`config.mk`:
```
export PLATFORM = sky130hd
export DESIGN_NAME = shift_pipe_unit
export DESIGN_NICKNAME = d
export VERILOG_FILES = /design/src/rtl/shift_pipe_unit.sv
export SDC_FILE = /design/constraint.sdc
export NUM_CORES = 1
export LEC_CHECK = 0
export CAP_MARGIN = 20
export CORE_AREA = 2 2 92 94
export CTS_CLUSTER_DIAMETER = 150
export CTS_CLUSTER_SIZE = 8
export DETAILED_ROUTE_END_ITERATION = 10
export DIE_AREA = 0 0 94 96
export HOLD_SLACK_MARGIN = 0.08
export PLACE_DENSITY = 0.81
export SETUP_SLACK_MARGIN = 0.02
export SLEW_MARGIN = 20
export SYNTH_ARGS = -nofsm -noshare
export SYNTH_HDL_FRONTEND = slang
export SYNTH_SLANG_ARGS = --single-unit
```
`constraint.sdc`:
```
create_clock -name clk -period 1.46 [get_ports clk]
set_input_delay 0.219 -clock clk [delete_from_list [all_inputs] [get_ports clk]]
set_output_delay 0.219 -clock clk [all_outputs]
set_load 0.01 [all_outputs]
```
`src/rtl/shift_pipe_unit.sv`:
```
// Two-stage pipelined 16-bit shifter/rotator with valid/ready handshakes.
// Stage 1 applies the by-8/by-4 positions, stage 2 the by-2/by-1 positions.
module shift_pipe_unit #(
    parameter int WIDTH = 16,
    parameter int TAGW  = 3
) (
    input  logic             clk,
    input  logic             rst,
    input  logic             flush,
    input  logic             in_valid,
    output logic             in_ready,
    input  logic [WIDTH-1:0] in_data,
    input  logic [3:0]       in_cnt,
    input  logic [1:0]       in_op,
    input  logic [TAGW-1:0]  in_tag,
    output logic             out_valid,
    input  logic             out_ready,
    output logic [WIDTH-1:0] out_data,
    output logic [TAGW-1:0]  out_tag
);

    typedef enum logic [1:0] {
        OP_ROL = 2'b00,
        OP_SLL = 2'b01,
        OP_ROR = 2'b10,
        OP_SRA = 2'b11
    } op_e;

    // SRA fill comes from the original operand sign, not the partially shifted value
    function automatic logic [WIDTH-1:0] shift_by(
        input logic [WIDTH-1:0] d,
        input op_e              op,
        input logic             sign,
        input logic [4:0]       k
    );
        logic [WIDTH-1:0] fill;
        fill = sign ? ~({WIDTH{1'b1}} >> k) : '0;
        unique case (op)
            OP_ROL: shift_by = (d << k) | (d >> (5'd16 - k));
            OP_SLL: shift_by = d << k;
            OP_ROR: shift_by = (d >> k) | (d << (5'd16 - k));
            OP_SRA: shift_by = (d >> k) | fill;
        endcase
    endfunction

    logic             s1_valid;
    logic [WIDTH-1:0] s1_data;
    logic [1:0]       s1_cnt;
    op_e              s1_op;
    logic             s1_sign;
    logic [TAGW-1:0]  s1_tag;

    op_e              op_in;
    logic [WIDTH-1:0] st1_a, st1_res;
    logic [WIDTH-1:0] st2_a, st2_res;
    logic             adv2, acc;

    always_comb begin
        op_in   = op_e'(in_op);
        st1_a   = in_cnt[3] ? shift_by(in_data, op_in, in_data[WIDTH-1], 5'd8) : in_data;
        st1_res = in_cnt[2] ? shift_by(st1_a, op_in, in_data[WIDTH-1], 5'd4) : st1_a;
        st2_a   = s1_cnt[1] ? shift_by(s1_data, s1_op, s1_sign, 5'd2) : s1_data;
        st2_res = s1_cnt[0] ? shift_by(st2_a, s1_op, s1_sign, 5'd1) : st2_a;
    end

    assign adv2     = s1_valid && (!out_valid || out_ready);
    assign in_ready = !s1_valid || adv2;
    assign acc      = in_valid && in_ready;

    always_ff @(posedge clk) begin
        if (rst) begin
            s1_valid  <= 1'b0;
            s1_data   <= '0;
            s1_cnt    <= '0;
            s1_op     <= OP_ROL;
            s1_sign   <= 1'b0;
            s1_tag    <= '0;
            out_valid <= 1'b0;
            out_data  <= '0;
            out_tag   <= '0;
        end else begin
            // flush only kills the valid bits; data loads below are don't-care then
            if (flush) begin
                s1_valid  <= 1'b0;
                out_valid <= 1'b0;
            end else begin
                if (acc)
                    s1_valid <= 1'b1;
                else if (adv2)
                    s1_valid <= 1'b0;
                if (adv2)
                    out_valid <= 1'b1;
                else if (out_ready)
                    out_valid <= 1'b0;
            end
            if (acc) begin
                s1_data <= st1_res;
                s1_cnt  <= in_cnt[1:0];
                s1_op   <= op_in;
                s1_sign <= in_data[WIDTH-1];
                s1_tag  <= in_tag;
            end
            if (adv2) begin
                out_data <= st2_res;
                out_tag  <= s1_tag;
            end
        end
    end

endmodule

```
==> impl_metrics.csv, run 1 <==
group,metric,value,unit
die,die_y,96,um
sta,fin_crit,1.45,ns
clocking,clock_path_buffers,2,
synthesis,async_flop_share,0,%
detailed_routing,drcViolationCount,0,
setup_path,reg2reg_depth,4,
sta,setup_viol,0,
placement,dp_hpwl,7320,um
synthesis,synthTopCellsByCount,"dfxtp_1, nand2_1, nor2_1",
synthesis,synth.distinct_cells,52,
detailed_routing,highest_layer,"met4",
synthesis,netlist_area,0.00350,mm^2
detailed_routing,wl,10300,um
power_and_ir_drop,ir_drop,440,uV
placement,pre_cts_ws,-0.538,ns
worst_hold_path,hold_start,"in_data[15]",
die,die_x,94,um
synthesis,syn_nets,453,
worst_hold_path,min_path_type,"in2reg",
placement,placed_area,0.00449,mm^2
setup_path,critPathArrivalTime,1.65,ns
global_routing,grt_use_total,23.0,%
sta,setup_tns,0,ns
clocking,clkSinkCount,45,
synthesis,yosysTopAreaCell,"dfxtp_1",
clocking,cts_buffers,5,
global_routing,grt_start_max_net_pins,35,
setup_path,regToRegStartpoint,"s1_op[1]",
sta,hold_viol_final,0,
global_routing,antenna_found_initial,0,
setup_path,crit_type,"reg2reg",
synthesis,synth_xor_xnor_area_share,0,%
synthesis,ys_ff_latch,45,
flow_run,max_cap_viol_count,0,
clocking,clk_latency,0.31,ns
clocking,path_clk_slew,0.09,ns
die,start_util,43.5,%
setup_path,path_buf_inv,1,
synthesis,synth_top_family_by_area,"compound AO/OA/AOI/OAI gates",
sta,slew_headroom,73.6,%
synthesis,synth_edf_count,0,
global_routing,grt_first_pass_wirelength,16700,um
power_and_ir_drop,power_per_cell_area,716,mW/mm^2
synthesis,muxShareOfSynthArea,17.4,%
clocking,cts-htree-levels,2,
final_layout,fin_area,0.00485,mm^2
detailed_routing,ant_nets,0,
synthesis,yosys.area_share.adder,0,%
final_layout,diodes,0,
die,io_pins,51,
synthesis,avgSynthCellArea,8.28,um^2
detailed_routing,vias,3654,
die,die_area,0.00902,mm^2
worst_hold_path,min_to,"s1_sign",
final_layout,utilization,60.2,%
final_layout,area_growth,38.4,%
setup_path,r2r_end,"out_data[2]",
synthesis,synth_simple_gate_area_share,21.4,%
final_layout,layout-drive-gt1-share,28.0,%
synthesis,yosysWarnings,0,
outcome,status,"finished, final reports clean",
detailed_routing,first_iter_violations,173,
detailed_routing,wl_per_cell,16.8,um
die,rows,33,
sta,fmax,690,MHz
synthesis,ys_dominant_reg_cell,"dfxtp_1",
setup_path,cpLargestDelayFamily,"multiplexers",
sta,rsz0062_at_grt,"yes",
sta,period_share,99.2,%
clocking,tritoncts,"done",
setup_path,worstPathCellList,"buf_4 -> mux4_2 -> a211oi_2 -> nor3_1",
clocking,cts_hold_buf,0,
synthesis,synth-compound-area-share,26.7,%
sta,tightest_slew,0.395,ns
setup_path,worstPathMaxFanout,7,
sta,final.setup_skew,0.00827,ns
clocking,root_buffer,"clkbuf_8",
setup_path,slowest_delay,0.50,ns
power_and_ir_drop,p_leak,1.97,nW
sta,holdWs,0.403,ns
final_layout,final_net_count,540,
setup_path,worstPathRequired,1.66,ns
detailed_routing,met2_length,5490,um
synthesis,synth_top_area_share,25.7,%
power_and_ir_drop,totalPowerFinal,3.47,mW
placement,place_inst,601,
sta,fin_ws,0.0110,ns
setup_path,r2r_setup_slack,0.01,ns
setup_path,critPathSlowestCell,"mux4_2",
global_routing,overflow,0,
detailed_routing,wl_met1,4160,um
sta,maxSlewViolCount,0,
placement,gp_congestion,0.903,
setup_path,cp-end-kind,"flip-flop",
detailed_routing,vias_per_cell,5.93,
setup_path,start_kind,"flip-flop",
synthesis,synth_top_cells_by_area,"dfxtp_1, mux2i_1, mux4_1",
final_layout,stdcell_count,616,
placement,portBuffers,50,
die,core_area,0.00805,mm^2
detailed_routing,met3WireLength,513,um
worst_hold_path,hold_depth,4,
synthesis,seq_area_frac_synth,25.7,%
detailed_routing,drtPass1Iterations,5,
synthesis,synth_cells,423,
synthesis,synth.most_common_cell,"dfxtp_1",
global_routing,grt_pass1_vias,3567,
## worst max path at each step
stage | startpoint | endpoint | slack (ns) | cells past startpoint
finish | s1_op[1] | out_data[2] | 0.01 | 4
floorplan | s1_op[1] | out_data[1] | 0.01 | 6
global placement | in_op[1] | s1_data[3] | -0.49 | 6
detailed placement | in_op[1] | s1_data[3] | -0.54 | 6
CTS | s1_op[1] | out_data[8] | 0.002 | 4
global route | s1_op[1] | out_data[11] | -0.07 | 4
## worst register-to-register path: stages, from the launching register on
cell and delay [ns]:
dfxtp_4 0.41, buf_4 0.13, mux4_2 0.50, a211oi_2 0.24, nor3_1 0.07
## metal layers
layer | vias to the layer above | global-route usage, %
li1 | 1763 | -
met1 | 1749 | 27.2
met2 | 127 | 43.2
met3 | 15 | 2.43
met4 | 0 | 7.97
met5 | - | 0
## flip-flops by register name (all words and copies together) (netlist names)
signal     flops
s1_valid       1
out_data      16
out_valid      1
out_tag        3
s1_tag         3
s1_data       16
s1_cnt         2
s1_sign        1
s1_op          2
## cell families (layout without fill, tap and decap cells)
family,Yosys count,in the layout
AOI/OAI and AO/OA,126,126
buffers and inverters,54,142
DFF,45,45
muxes,42,42
and+or+nand+nor,156,156
## layout make-up
type	count	area [um^2]
multi-input cells	324	2430
flip-flops and latches	45	910
inverters	10	37.5
repair buffers	124	1220
clock inverters	3	43.8
fillers	695	3210
well taps	105	131
clock buffers	5	68.8
## power breakdown
group          leakage [nW]  switching [mW]  internal [mW]
Sequential            0.371           0.109           1.30
Clock                0.0585           0.468          0.514
Combinational          1.54           0.513          0.569
Total                  1.97            1.09           2.38
## layout by cell type, fill, tap and decap left out, types with 3 or more instances in the layout
cell,count
nand3_1,7
a311oi_1,6
mux2i_1,21
nand2_1,43
inv_1,9
a21oi_1,25
nor3_1,16
nor4_1,4
dlymetal6s2s_1,13
o21ai_0,5
buf_4,61
a211oi_1,14
clkbuf_8,5
a31o_2,3
o31a_1,4
nor2b_1,14
clkdlybuf4s50_1,32
nand3b_1,4
o221ai_1,5
a211oi_2,18
mux2i_2,7
nor2_1,42
nor3b_1,6
nand2b_1,10
a211o_1,6
mux4_2,11
a311o_1,7
dfxtp_1,42
buf_12,8
o211ai_1,7
## repair_timing
item / CTS / global route
pin swaps: 3 / 4
resized for setup: 16 / 44
gates cloned: 1 / 2
buffers inserted: 1 / 3
endpoints found under the setup margin: 30 / 42
Note: power is estimated with default switching activity, not from simulation.
==> run 2: changes to the inputs <==
- SETUP_SLACK_MARGIN: 0.02 -> unset
==> run 2 against run 1 <==
  * Register-to-register slack got worse by 0.04 ns
  * Global-route usage up 0.58 points
  * Critical path type unchanged
  * First-iteration DRC count up 34%
  * The run now ends with negative setup slack left
  * Via count grew 5.2%
  * Flip-flop and latch count is the same
  * Critical path depth is 2 higher
==> impl_metrics.csv, run 2 (synthesized netlist as in run 1, its figures left out) <==
group,metric,value,unit
power_and_ir_drop,pwr-share-clk,27.9,%
setup_path,critPathSlowestCell,"dfxtp_4",
setup_path,slowest_delay,0.40,ns
global_routing,overflow,0,
detailed_routing,wl_per_cell,18.4,um
setup_path,r2r_setup_slack,-0.03,ns
flow_run,max_cap_viol_count,0,
sta,setup_tns,-0.0880,ns
sta,period_share,102,%
die,io_pins,51,
placement,place_inst,606,
detailed_routing,drcViolationCount,0,
detailed_routing,first_iter_violations,231,
die,rows,33,
global_routing,antenna_found_initial,0,
clocking,tritoncts,"done",
die,die_area,0.00902,mm^2
clocking,clkSinkCount,45,
detailed_routing,wl,11500,um
final_layout,top_regs,"out_data (16), s1_data (16)",
detailed_routing,vias_per_cell,6.13,
final_layout,fin_area,0.00502,mm^2
setup_path,regToRegStartpoint,"s1_op[1]",
global_routing,grt_first_pass_wirelength,17200,um
setup_path,cp-end-kind,"flip-flop",
setup_path,start_kind,"flip-flop",
clocking,root_buffer,"clkbuf_8",
sta,hold_viol_final,0,
die,core_area,0.00805,mm^2
power_and_ir_drop,p_comb_share,33.4,%
sta,tightest_slew,0.427,ns
clocking,cts-htree-levels,2,
power_and_ir_drop,ir_drop,368,uV
placement,dp_hpwl,7500,um
clocking,clk_latency,0.30,ns
placement,gp_congestion,0.904,
power_and_ir_drop,power_frac_seq,38.8,%
sta,holdWs,0.461,ns
setup_path,crit_type,"reg2reg",
die,die_y,96,um
sta,fin_ws,-0.0289,ns
clocking,cts_hold_buf,0,
detailed_routing,drtPass1Iterations,5,
worst_hold_path,min_to,"out_data[14]",
setup_path,reg2reg_depth,6,
setup_path,cp_common_cell,"buf_4",
sta,final.setup_skew,0.00669,ns
placement,portBuffers,50,
global_routing,grt_use_total,23.6,%
final_layout,final_net_count,551,
outcome,violations,"negative setup slack",
final_layout,area_growth,43.4,%
global_routing,grt_start_max_net_pins,38,
die,start_util,43.5,%
power_and_ir_drop,totalPowerFinal,3.60,mW
sta,maxSlewViolCount,0,
power_and_ir_drop,p_leak,1.87,nW
sta,fmax,672,MHz
clocking,path_clk_slew,0.09,ns
sta,rsz0062_at_grt,"yes",
worst_hold_path,hold_start,"out_data[14]",
final_layout,utilization,62.4,%
power_and_ir_drop,cellInternalPower,2.47,mW
setup_path,worstPathMaxFanout,7,
die,die_x,94,um
worst_hold_path,min_path_type,"reg2reg",
setup_path,path_buf_inv,2,
sta,fin_crit,1.49,ns
final_layout,diodes,0,
sta,slew_headroom,71.5,%
clocking,cts_buffers,5,
placement,placed_area,0.00451,mm^2
setup_path,worstPathRequired,1.66,ns
setup_path,critPathArrivalTime,1.68,ns
worst_hold_path,hold_depth,2,
detailed_routing,vias,3845,
power_and_ir_drop,swShare,31.2,%
final_layout,most-common-layout-cells,"buf_4, nand2_1, clkdlybuf4s50_1, dfxtp_1, nor2_1",
setup_path,cpLargestDelayFamily,"flip-flops",
clocking,clock_path_buffers,2,
global_routing,grt_pass1_vias,3577,
final_layout,final_common_cell,"buf_4",
power_and_ir_drop,power_per_cell_area,716,mW/mm^2
sta,setup_viol,5,
power_and_ir_drop,switchingPower,1.12,mW
outcome,status,"finished, violations left",
final_layout,layout-drive-gt1-share,30.3,%
detailed_routing,ant_nets,0,
placement,pre_cts_ws,-0.572,ns
final_layout,stdcell_count,627,
setup_path,r2r_end,"out_data[13]",
setup_path,worstPathCellList,"buf_4 -> buf_4 -> mux2i_2 -> a211oi_2 -> nor4_2 -> nor3_1",
==> run 2: worst max path at each step <==
| stage | start | endpoint | slack [ns] | cells after the start |
|---|---|---|---|---|
| after floorplan | s1_op[1] | out_data[10] | -0.05 | 5 |
| after global placement | in_data[15] | s1_data[13] | -0.53 | 5 |
| after detailed placement | in_data[15] | s1_data[13] | -0.57 | 5 |
| after CTS | in_cnt[2] | s1_data[13] | -0.005 | 5 |
| after global routing | s1_op[1] | out_data[13] | -0.1 | 6 |
| final | s1_op[1] | out_data[13] | -0.03 | 6 |
==> run 2: what timing repair did <==
item | in CTS | in global routing
cloned | 3 | 2
gates resized for setup | 42 | 37
endpoints found under the setup margin | 29 | 31
buffers inserted | 3 | 6
pin swaps | 12 | 14
==> run 2: worst register-to-register path, stage by stage (launching register included) <==
cell and delay [ns]:
dfxtp_4 0.40, buf_4 0.16, buf_4 0.17, mux2i_2 0.28
a211oi_2 0.13, nor4_2 0.18, nor3_1 0.08
==> run 2: routing by layer <==
layer / track usage (%) / part of all wire [%]
met1: 30.1 / 41
met2: 42.1 / 50
met3: 2.82 / 6.6
met4: 6.40 / 2.5
met5: 0 / 0
==> run 2: power by group through the flow <==
stage          Combinational (mW)  Clock (mW)  Sequential, mW
2_1_floorplan               0.584           0            1.39
3_3_place_gp                0.987           0            1.40
3_5_place_dp                 1.01           0            1.41
4_1_cts                      1.08        1.00            1.38
5_1_grt                      1.28        1.05            1.40
6_report                     1.20        1.00            1.39
==> run 2: cell type report <==
class | count | area [um^2]
fillers | 636 | 3030
multi-input cells | 324 | 2500
repair buffers | 135 | 1330
flip-flops and latches | 45 | 908
well taps | 105 | 131
clock buffers | 6 | 82.6
clock inverters | 2 | 37.5
inverters | 10 | 37.5
